$ cat src/rtl/adder_10_pkg.sv
`default_nettype none
// ============================================================================
// Module  : adder_10_pkg
// Purpose : Shared constants, the default-width pipeline stage record and a
//           result-width helper for the adder_10 slice.
// Ports   : none (package)
// Revision: 1.0  initial release
// ============================================================================
package adder_10_pkg;

  localparam int W_DEFAULT   = 2;
  localparam int LATENCY_MAX = 3;

  // One pipeline stage as seen at the default operand width.
  typedef struct packed {
    logic                 valid;
    logic [W_DEFAULT:0]   sum;
  } stage_rec_t;

  // A W-bit add with carry-in needs one extra bit to hold the carry-out.
  function automatic int sum_width(input int w);
    return w + 1;
  endfunction

endpackage
`default_nettype wire

$ cat src/rtl/adder_10_stage.sv
`default_nettype none
// ============================================================================
// Module  : adder_10_stage
// Purpose : One resettable pipeline register. The valid bit is always
//           captured; the data bit-field only loads when valid is high, so a
//           bubble leaves the previous data untouched.
// Ports   : clk       in   clock, rising edge
//           rst_n     in   asynchronous active-low reset
//           in_valid  in   stage input valid
//           in_data   in   [DW-1:0] stage input data
//           out_valid out  registered valid
//           out_data  out  [DW-1:0] registered (enabled) data
// Revision: 1.0  initial release
// ============================================================================
module adder_10_stage
  import adder_10_pkg::*;
#(
  parameter int DW = sum_width(W_DEFAULT)
) (
  input  logic          clk,
  input  logic          rst_n,
  input  logic          in_valid,
  input  logic [DW-1:0] in_data,
  output logic          out_valid,
  output logic [DW-1:0] out_data
);

  always_ff @(posedge clk or negedge rst_n) begin
    if (!rst_n) begin
      out_valid <= 1'b0;
      out_data  <= '0;
    end else begin
      out_valid <= in_valid;
      // Enable on valid keeps X on idle operands out of the data path.
      if (in_valid) begin
        out_data <= in_data;
      end
    end
  end

endmodule
`default_nettype wire

$ cat src/rtl/adder_10_unit.sv
`default_nettype none
// ============================================================================
// Module  : adder_10_unit
// Purpose : Registered small-width adder slice, sum = a + b + cin with the
//           carry-out kept in sum[W]. Result appears LATENCY cycles after
//           the operands are captured, qualified by out_valid.
// Config  : ADDER_10_APPROX_EN - when defined, cin is ignored (sum = a + b).
// Ports   : clk       in   clock, rising edge
//           rst_n     in   asynchronous active-low reset
//           in_valid  in   operands valid this cycle
//           a         in   [W-1:0] operand A
//           b         in   [W-1:0] operand B
//           cin       in   carry-in
//           out_valid out  sum valid
//           sum       out  [W:0] result, sum[W] is the carry-out
// Revision: 1.0  initial release
// ============================================================================
module adder_10_unit
  import adder_10_pkg::*;
#(
  parameter int W       = W_DEFAULT,
  parameter int LATENCY = 1
) (
  input  logic         clk,
  input  logic         rst_n,
  input  logic         in_valid,
  input  logic [W-1:0] a,
  input  logic [W-1:0] b,
  input  logic         cin,
  output logic         out_valid,
  output logic [W:0]   sum
);

  localparam int SW = sum_width(W);

  // Configuration guard: zero-latency would need a combinational bypass
  // that this slice does not provide.
  if (LATENCY < 1 || LATENCY > LATENCY_MAX) begin : g_bad_latency
    $error("adder_10_unit: LATENCY must be in 1..%0d", LATENCY_MAX);
  end
  if (W < 1) begin : g_bad_width
    $error("adder_10_unit: W must be >= 1");
  end

  logic cin_eff;
`ifdef ADDER_10_APPROX_EN
  // Approximate mode drops the carry-in; the port stays for drop-in use.
  logic unused_cin;
  assign unused_cin = cin;
  assign cin_eff    = 1'b0;
`else
  assign cin_eff    = cin;
`endif

  // Zero-extend before adding so the carry-out lands in the MSB.
  logic [SW-1:0] sum_comb;
  assign sum_comb = {1'b0, a} + {1'b0, b} + {{W{1'b0}}, cin_eff};

  logic [LATENCY:0] vld_chain;
  logic [SW-1:0]    data_chain [LATENCY+1];

  assign vld_chain[0]  = in_valid;
  assign data_chain[0] = sum_comb;

  for (genvar k = 0; k < LATENCY; k++) begin : g_stage
    adder_10_stage #(
      .DW (SW)
    ) u_stage (
      .clk       (clk),
      .rst_n     (rst_n),
      .in_valid  (vld_chain[k]),
      .in_data   (data_chain[k]),
      .out_valid (vld_chain[k+1]),
      .out_data  (data_chain[k+1])
    );
  end

  assign out_valid = vld_chain[LATENCY];
  assign sum       = data_chain[LATENCY];

endmodule
`default_nettype wire

$ cat config.mk
export PLATFORM = sky130hd
export DESIGN_NAME = adder_10_unit
export DESIGN_NICKNAME = d
export VERILOG_FILES = /design/src/rtl/adder_10_pkg.sv /design/src/rtl/adder_10_stage.sv /design/src/rtl/adder_10_unit.sv
export SDC_FILE = /design/constraint.sdc
export NUM_CORES = 1
export LEC_CHECK = 0
export CAP_MARGIN = 10
export CORE_AREA = 2 2 39 41
export DETAILED_ROUTE_END_ITERATION = 16
export DIE_AREA = 0 0 41 43
export GPL_TIMING_DRIVEN = 0
export PLACE_DENSITY = 0.49
export SLEW_MARGIN = 20
export SYNTH_ARGS = -nofsm -noshare
export SYNTH_HDL_FRONTEND = slang
export SYNTH_SLANG_ARGS = --single-unit
$ cat constraint.sdc
create_clock -name clk -period 0.95 [get_ports clk]
set_clock_uncertainty 0.2 [all_clocks]
set_input_delay 0.1425 -clock clk [delete_from_list [all_inputs] [get_ports clk]]
set_output_delay 0.1425 -clock clk [all_outputs]
set_load 0.1 [all_outputs]
==> summary.md, run 1 <==
| Metric | Value |
|---|---|
| Outcome | finished, violations left |
| Failing checks | hold timing, setup timing |
| Initial antenna violation count | 0 |
| R2R Path Start | g_stage[0].u_stage.out_data[1] |
| Ant. Diodes | 0 |
| Syn nets | 27 |
| Setup WS pre-CTS | -1090 ps |
| Chip Width | around 40 um |
| Part of the cycle the worst path needs | 1.34 |
| Die Y | 43 um |
| Max VDD drop | 0.392 mV |
| Root buffer cell | clkbuf_4 |
| Fmax | 0.787 GHz |
| Post-DRT Antenna Nets | 0 |
| Clock transition at path regs | approximately 30 ps |
| Post-synth top area cell | dfrtp_1 |
| FF-to-FF path depth | 3 |
| Type of the worst setup path | input pin to register |
| Fillers | 150 |
| DR pass1 iterations | 1 |
| #FFs+latches synth | 4 |
| Gr ovfl total | 0 |
| RSZ-0062 raised after global routing | yes |
| Crit path DAT | roughly 1200 ps |
| Worst path required time | 860 ps |
| CTS max path bufs | 2 |
| Slew Viols, Final | 0 |
| Final Non-Filler Cells | 48 |
| Io pins | 12 |
| YS warnings | 0 |
| Synth Cell Area | around 200 um2 |
| Gpl congestion | 0.547 |
| Wire length per cell | 8.13 um |
| HP Class | input pin to asynchronous set/reset pin |
| Worst setup SP type | input pin |
| Port-buffer cells | 11 |
| Row cnt | 14 |
| Worst slew pin tran | approximately 190 ps |
| Endpoints failing setup | 7 |
| Initial Utilization | 0.145 |
| H-tree levels | 1 |
| Cts bufs inserted | 3 |
| Post-route worst setup slack | -321 ps |
| Final hold violations | 4 |
| Yosys top cell area share | 0.500 |
| Routed vias | 151 |
| Worst-skew pair later-pin latency | 230 ps |
| Cell variety after synth | 4 |
| Synth Area per Inst | 11.8 um2 |
| RR Endpoint | g_stage[0].u_stage.out_data[1] |
| CTS tree | yes |
| Drt total wl | roughly 390 um |
| Leak | about 0.21 nW |
| Relative slew slack | 0.876 |
| Post-Synthesis Cells | 17 |
| Layout overhead on the synthesized area | 108% |
| # DRC | 0 |
| PwrDens | ~2000 nW/um2 |
| Crit-path max FO | 1 |
| Largest net degree at the start of global routing | 5 |
| Via/cell ratio | 3.15 |
| Commonest cells after routing, fill and taps aside | inv_1, dfrtp_4, buf_12 |
| Fraction of layout cells with a size suffix above 1 | 0.625 |
| Die area | 1760 um2 |
| Total Nets Final | 44 |
| R2R Setup Slk | -90 ps |
| Vias in the first global route | 173 |
| Largest cells by area after synthesis | dfrtp_1, fa_1, mux2i_1 |
| Minimum clock period | between 1000 and 1500 ps |
| Hold WS | -83.5 ps |
| Dpl cells | 44 |
| Clock Sinks | 4 |
| Core ar. | between 1000 and 1500 um2 |
| MaxCap Viol Count | 0 |
| First-pass GRT wire length | 614 um |
| DP HPWL | 332 um |
| Register area share after synthesis | 0.500 |
| CP Capture Type | register |
| Total Routing Usage GR | 0.0596 |
| DRT iter0 DRCs | 0 |
Yosys cell counts:
cell type and n:
dfrtp_1 4, mux2i_1 3, inv_1 8, fa_1 2
where the power goes:
| part | switching (mW) | internal [mW] |
|---|---|---|
| Clock | 0.0603 | 0.141 |
| Sequential | 0.0274 | 0.215 |
| Combinational | 0.250 | 0.157 |
| Total | 0.337 | 0.513 |
timing repair:
action,4_1_cts,5_1_grt
endpoints found under the hold margin,4,4
setup buffers,0,1
resized for setup,54,0
pin swaps,2,0
setup endpoints to repair,7,7
layout make-up:
class	count	area, um2	area share
Clock buffer	3	22.5	0.0541
Inverter	8	37.5	0.0901
Multi-Input combinational cell	5	72.6	0.174
Sequential cell	4	115	0.276
Tap cell	16	20.0	0.0480
Timing Repair Buffer	12	149	0.357
metrics by stage:
stage	power, mW	utilization	TNS, ps	hold WS, ps	cell area (um2)
detailed placement	0.571	0.257	-6520	163	355
finish	0.851	0.301	-1660	-83.5	417
global route	0.903	0.301	-1860	-76.4	417
global placement	0.567	0.257	-6460	153	355
floorplan	0.471	-	-931	-353	225
CTS	0.854	0.296	-1700	-85.6	409
critical path, stage by stage:
cell and delay (ps):
buf_8 80, inv_8 20, fa_2 380, fa_1 490, mux2i_1 60
cell families (layout without fill, tap and decap cells):
logic type | count (synthesis) | count (layout) | share of synthesized area
multiplexers | 3 | 3 | 0.150
adder cells (fa/ha/maj) | 2 | 2 | 0.200
buffers and inverters | 8 | 23 | 0.150
flip-flops | 4 | 4 | 0.500
per-layer routing:
| metal | vias to the layer above | wire length [um] | GRT usage |
|---|---|---|---|
| met5 | - | 0 | 0 |
| met4 | 0 | 0 | 0.0800 |
| met3 | 0 | 59 | 0.0366 |
| li1 | 76 | - | - |
| met2 | 12 | 173 | 0.0844 |
| met1 | 63 | 157 | 0.0426 |
flip-flops by register name, summed over array words and instances, names as in the netlist:
name / flops
g_stage.u_stage.out_valid: 1
g_stage.u_stage.out_data: 3
worst max path at each step:
stage / startpoint / endpoint / cells after the start
global route: cin / g_stage[0].u_stage.out_data[1] / 5
global placement: cin / g_stage[0].u_stage.out_data[1] / 5
detailed placement: cin / g_stage[0].u_stage.out_data[1] / 5
finish: cin / g_stage[0].u_stage.out_data[1] / 5
floorplan: cin / g_stage[0].u_stage.out_data[1] / 4
CTS: cin / g_stage[0].u_stage.out_data[1] / 5
(Power assumes the default switching activity.)
==> run 2, diff against run 1 <==
--- a/config.mk
+++ b/config.mk
@@ -6,9 +6,9 @@
 export NUM_CORES = 1
 export LEC_CHECK = 0
 export CAP_MARGIN = 10
-export CORE_AREA = 2 2 39 41
+export CORE_AREA = 8 8 45 47
 export DETAILED_ROUTE_END_ITERATION = 16
-export DIE_AREA = 0 0 41 43
+export DIE_AREA = 0 0 53 55
 export GPL_TIMING_DRIVEN = 0
 export PLACE_DENSITY = 0.49
 export SLEW_MARGIN = 20
==> summary.md, run 2 (synthesized netlist as in run 1, its figures left out) <==
| Metric | Value |
|---|---|
| Top reg by flops | g_stage.u_stage.out_data |
| MaxCap Viol Count | 0 (unchanged) |
| Post-DRT Antenna Nets | 0 (unchanged) |
| Routed vias | 161 (+6.6%) |
| Initial Utilization | 0.145 (unchanged) |
| Dpl cells | 44 (unchanged) |
| Total Routing Usage GR | 0.0439 (-0.0157) |
| Gpl congestion | 0.662 (+21%) |
| RSZ-0062 raised after global routing | yes |
| Failing checks | hold timing, setup timing |
| Fmax | 0.784 GHz (-0.29%) |
| Largest net degree at the start of global routing | 5 (unchanged) |
| Final hold violations | 4 (unchanged) |
| # DRC | 0 (unchanged) |
| Outcome | finished, violations left |
| Worst setup SP type | input pin |
| Setup Fix Bufs, Post-CTS | 0 (unchanged) |
| Setup_tns | -1690 ps (-36.2 ps) |
| Relative slew slack | 0.874 (-0.00253) |
| Worst path required time | 860 ps (about the same) |
| Hold WS | -84.4 ps (-0.884 ps) |
| HP Class | input pin to asynchronous set/reset pin |
| Port-buffer cells | 11 (unchanged) |
| DRT iter0 DRCs | 0 (unchanged) |
| Register Area | 115 um2 (unchanged) |
| Cells along the critical path | buf_8, inv_8, fa_2, fa_1, mux2i_1 |
| Post-route worst setup slack | -325 ps (-3.70 ps) |
| Via/cell ratio | 3.43 (+8.9%) |
| Io pins | 12 (unchanged) |
| Clock transition at path regs | 30 ps (about the same) |
| Most common cell after layout, fill and taps aside | inv_1 |
| CP max stage cell | fa_1 |
| Core ar. | 1380 um2 (unchanged) |
| Die Y | 55 um (+28%) |
| First-pass GRT wire length | 814 um (+33%) |
| Multi-input gate area in the final layout | 72.6 um2 (unchanged) |
| Wire length per cell | 9.72 um (+20%) |
| CTS max path bufs | 2 (unchanged) |
| Clock Sinks | 4 (unchanged) |
| Root buffer cell | clkbuf_4 |
| Vias in the first global route | 197 (+14%) |
| Die area | 2920 um2 (+65%) |
| Fraction of layout cells with a size suffix above 1 | 0.581 (-0.0444) |
| Crit-path max FO | 1 (unchanged) |
| Max VDD drop | 0.413 mV (+5.4%) |
| DR pass1 iterations | 1 (unchanged) |
| Worst slew pin tran | 189 ps (+3.78 ps) |
| PwrDens | 2060 nW/um2 (+0.75%) |
| Worst-skew pair later-pin latency | 230 ps (about the same) |
| Crit path DAT | 1190 ps (about the same) |
| Cts bufs inserted | 3 (unchanged) |
| Final Non-Filler Cells | 47 (-2.1%) |
| Part of the cycle the worst path needs | 1.34 (+0.00389) |
| CP Capture Type | register |
| Ant. Diodes | 0 (unchanged) |
| Max reg flops | 3 (unchanged) |
| CTS tree | yes |
| Initial antenna violation count | 0 (unchanged) |
| Chip Width | 53 um (+29%) |
| Leak | 0.202 nW (-1.8%) |
| Type of the worst setup path | input pin to register |
| Slowest cell delay on critical path | 500 ps (about the same) |
| H-tree levels | 1 (unchanged) |
| Setup WS pre-CTS | -1110 ps (-16.0 ps) |
| Endpoints failing setup | 7 (unchanged) |
| Slew Viols, Final | 0 (unchanged) |
| Total Nets Final | 43 (-2.3%) |
| Minimum clock period | 1280 ps (+3.70 ps) |
| Row cnt | 14 (unchanged) |
| Top Registers | g_stage.u_stage.out_data: 3 flops, g_stage.u_stage.out_valid: 1 flops |
| Drt total wl | 457 um (+17%) |
| Fillers | 154 (+2.7%) |
| Commonest cells after routing, fill and taps aside | inv_1, dfrtp_4, buf_12 |
| Worst path top cell family by delay | adder cells |
| Crit path buf inv count | 2 (unchanged) |
| Layout overhead on the synthesized area | 104% |
| Gr ovfl total | 0 (unchanged) |
-- run 2: timing repair --
| action | 4_1_cts | 5_1_grt |
|---|---|---|
| gates resized for setup | 54 | 0 |
| gates cloned | 0 | 0 |
| endpoints found under the hold margin | 4 | 4 |
| pin swaps | 2 | 0 |
| endpoints found under the setup margin | 7 | 7 |
-- run 2: metrics by stage --
| stage | util | cell area (um2) | hold slack, ps | total power [mW] |
|---|---|---|---|---|
| detailed placement | 0.257 | 355 | 163 | 0.576 |
| CTS | 0.296 | 409 | -85.7 | 0.859 |
| floorplan | - | 225 | -353 | 0.471 |
| global route | 0.296 | 409 | -84.6 | 0.890 |
| global placement | 0.257 | 355 | 153 | 0.569 |
| finish | 0.296 | 409 | -84.4 | 0.842 |
-- run 2: area by class of cell --
type	count	share of cell area
clock buffer	3	0.0550
timing repair buffer	11	0.346
tap	16	0.0489
multi-input combinational	5	0.177
inverter	8	0.0917
sequential	4	0.281
-- run 2: final timing paths --
| path | depth (start not counted) | slack, ps | from | endpoint |
|---|---|---|---|---|
| max | 5 | -330 | cin | g_stage[0].u_stage.out_data[1] |
| min | 1 | -80 | rst_n | g_stage[0].u_stage.out_valid |
| max reg2reg | 2 | 20 | g_stage[0].u_stage.out_data[2] | g_stage[0].u_stage.out_data[2] |
| min reg2reg | 2 | 410 | g_stage[0].u_stage.out_data[1] | g_stage[0].u_stage.out_data[1] |
| max in group asynchronous | 1 | 440 | rst_n | g_stage[0].u_stage.out_data[2] |
| min in group clk | 1 | 70 | in_valid | g_stage[0].u_stage.out_valid |
-- run 2: per-layer routing --
| metal | part of all wire | wire length, um | track usage |
|---|---|---|---|
| met2 | 0.35 | 160 | 0.0430 |
| met5 | 0 | 0 | 0 |
| met3 | 0.20 | 92 | 0.0374 |
| met4 | 0.042 | 19 | 0.0647 |
| met1 | 0.40 | 184 | 0.0445 |
-- run 2: power breakdown --
part	leakage [nW]	switching, mW	internal (mW)
sequential	0.0429	0.0271	0.215
combinational	0.145	0.248	0.147
clock	0.0138	0.0632	0.141
total	0.202	0.338	0.503
==> run 3, diff against run 2 <==
--- a/config.mk
+++ b/config.mk
@@ -10,6 +10,7 @@
 export DETAILED_ROUTE_END_ITERATION = 16
 export DIE_AREA = 0 0 53 55
 export GPL_TIMING_DRIVEN = 0
+export HOLD_SLACK_MARGIN = 0.15
 export PLACE_DENSITY = 0.49
 export SLEW_MARGIN = 20
 export SYNTH_ARGS = -nofsm -noshare
==> results of run 3 <==
Same layout as run 2: the final DEF is identical, and so are final timing and power.
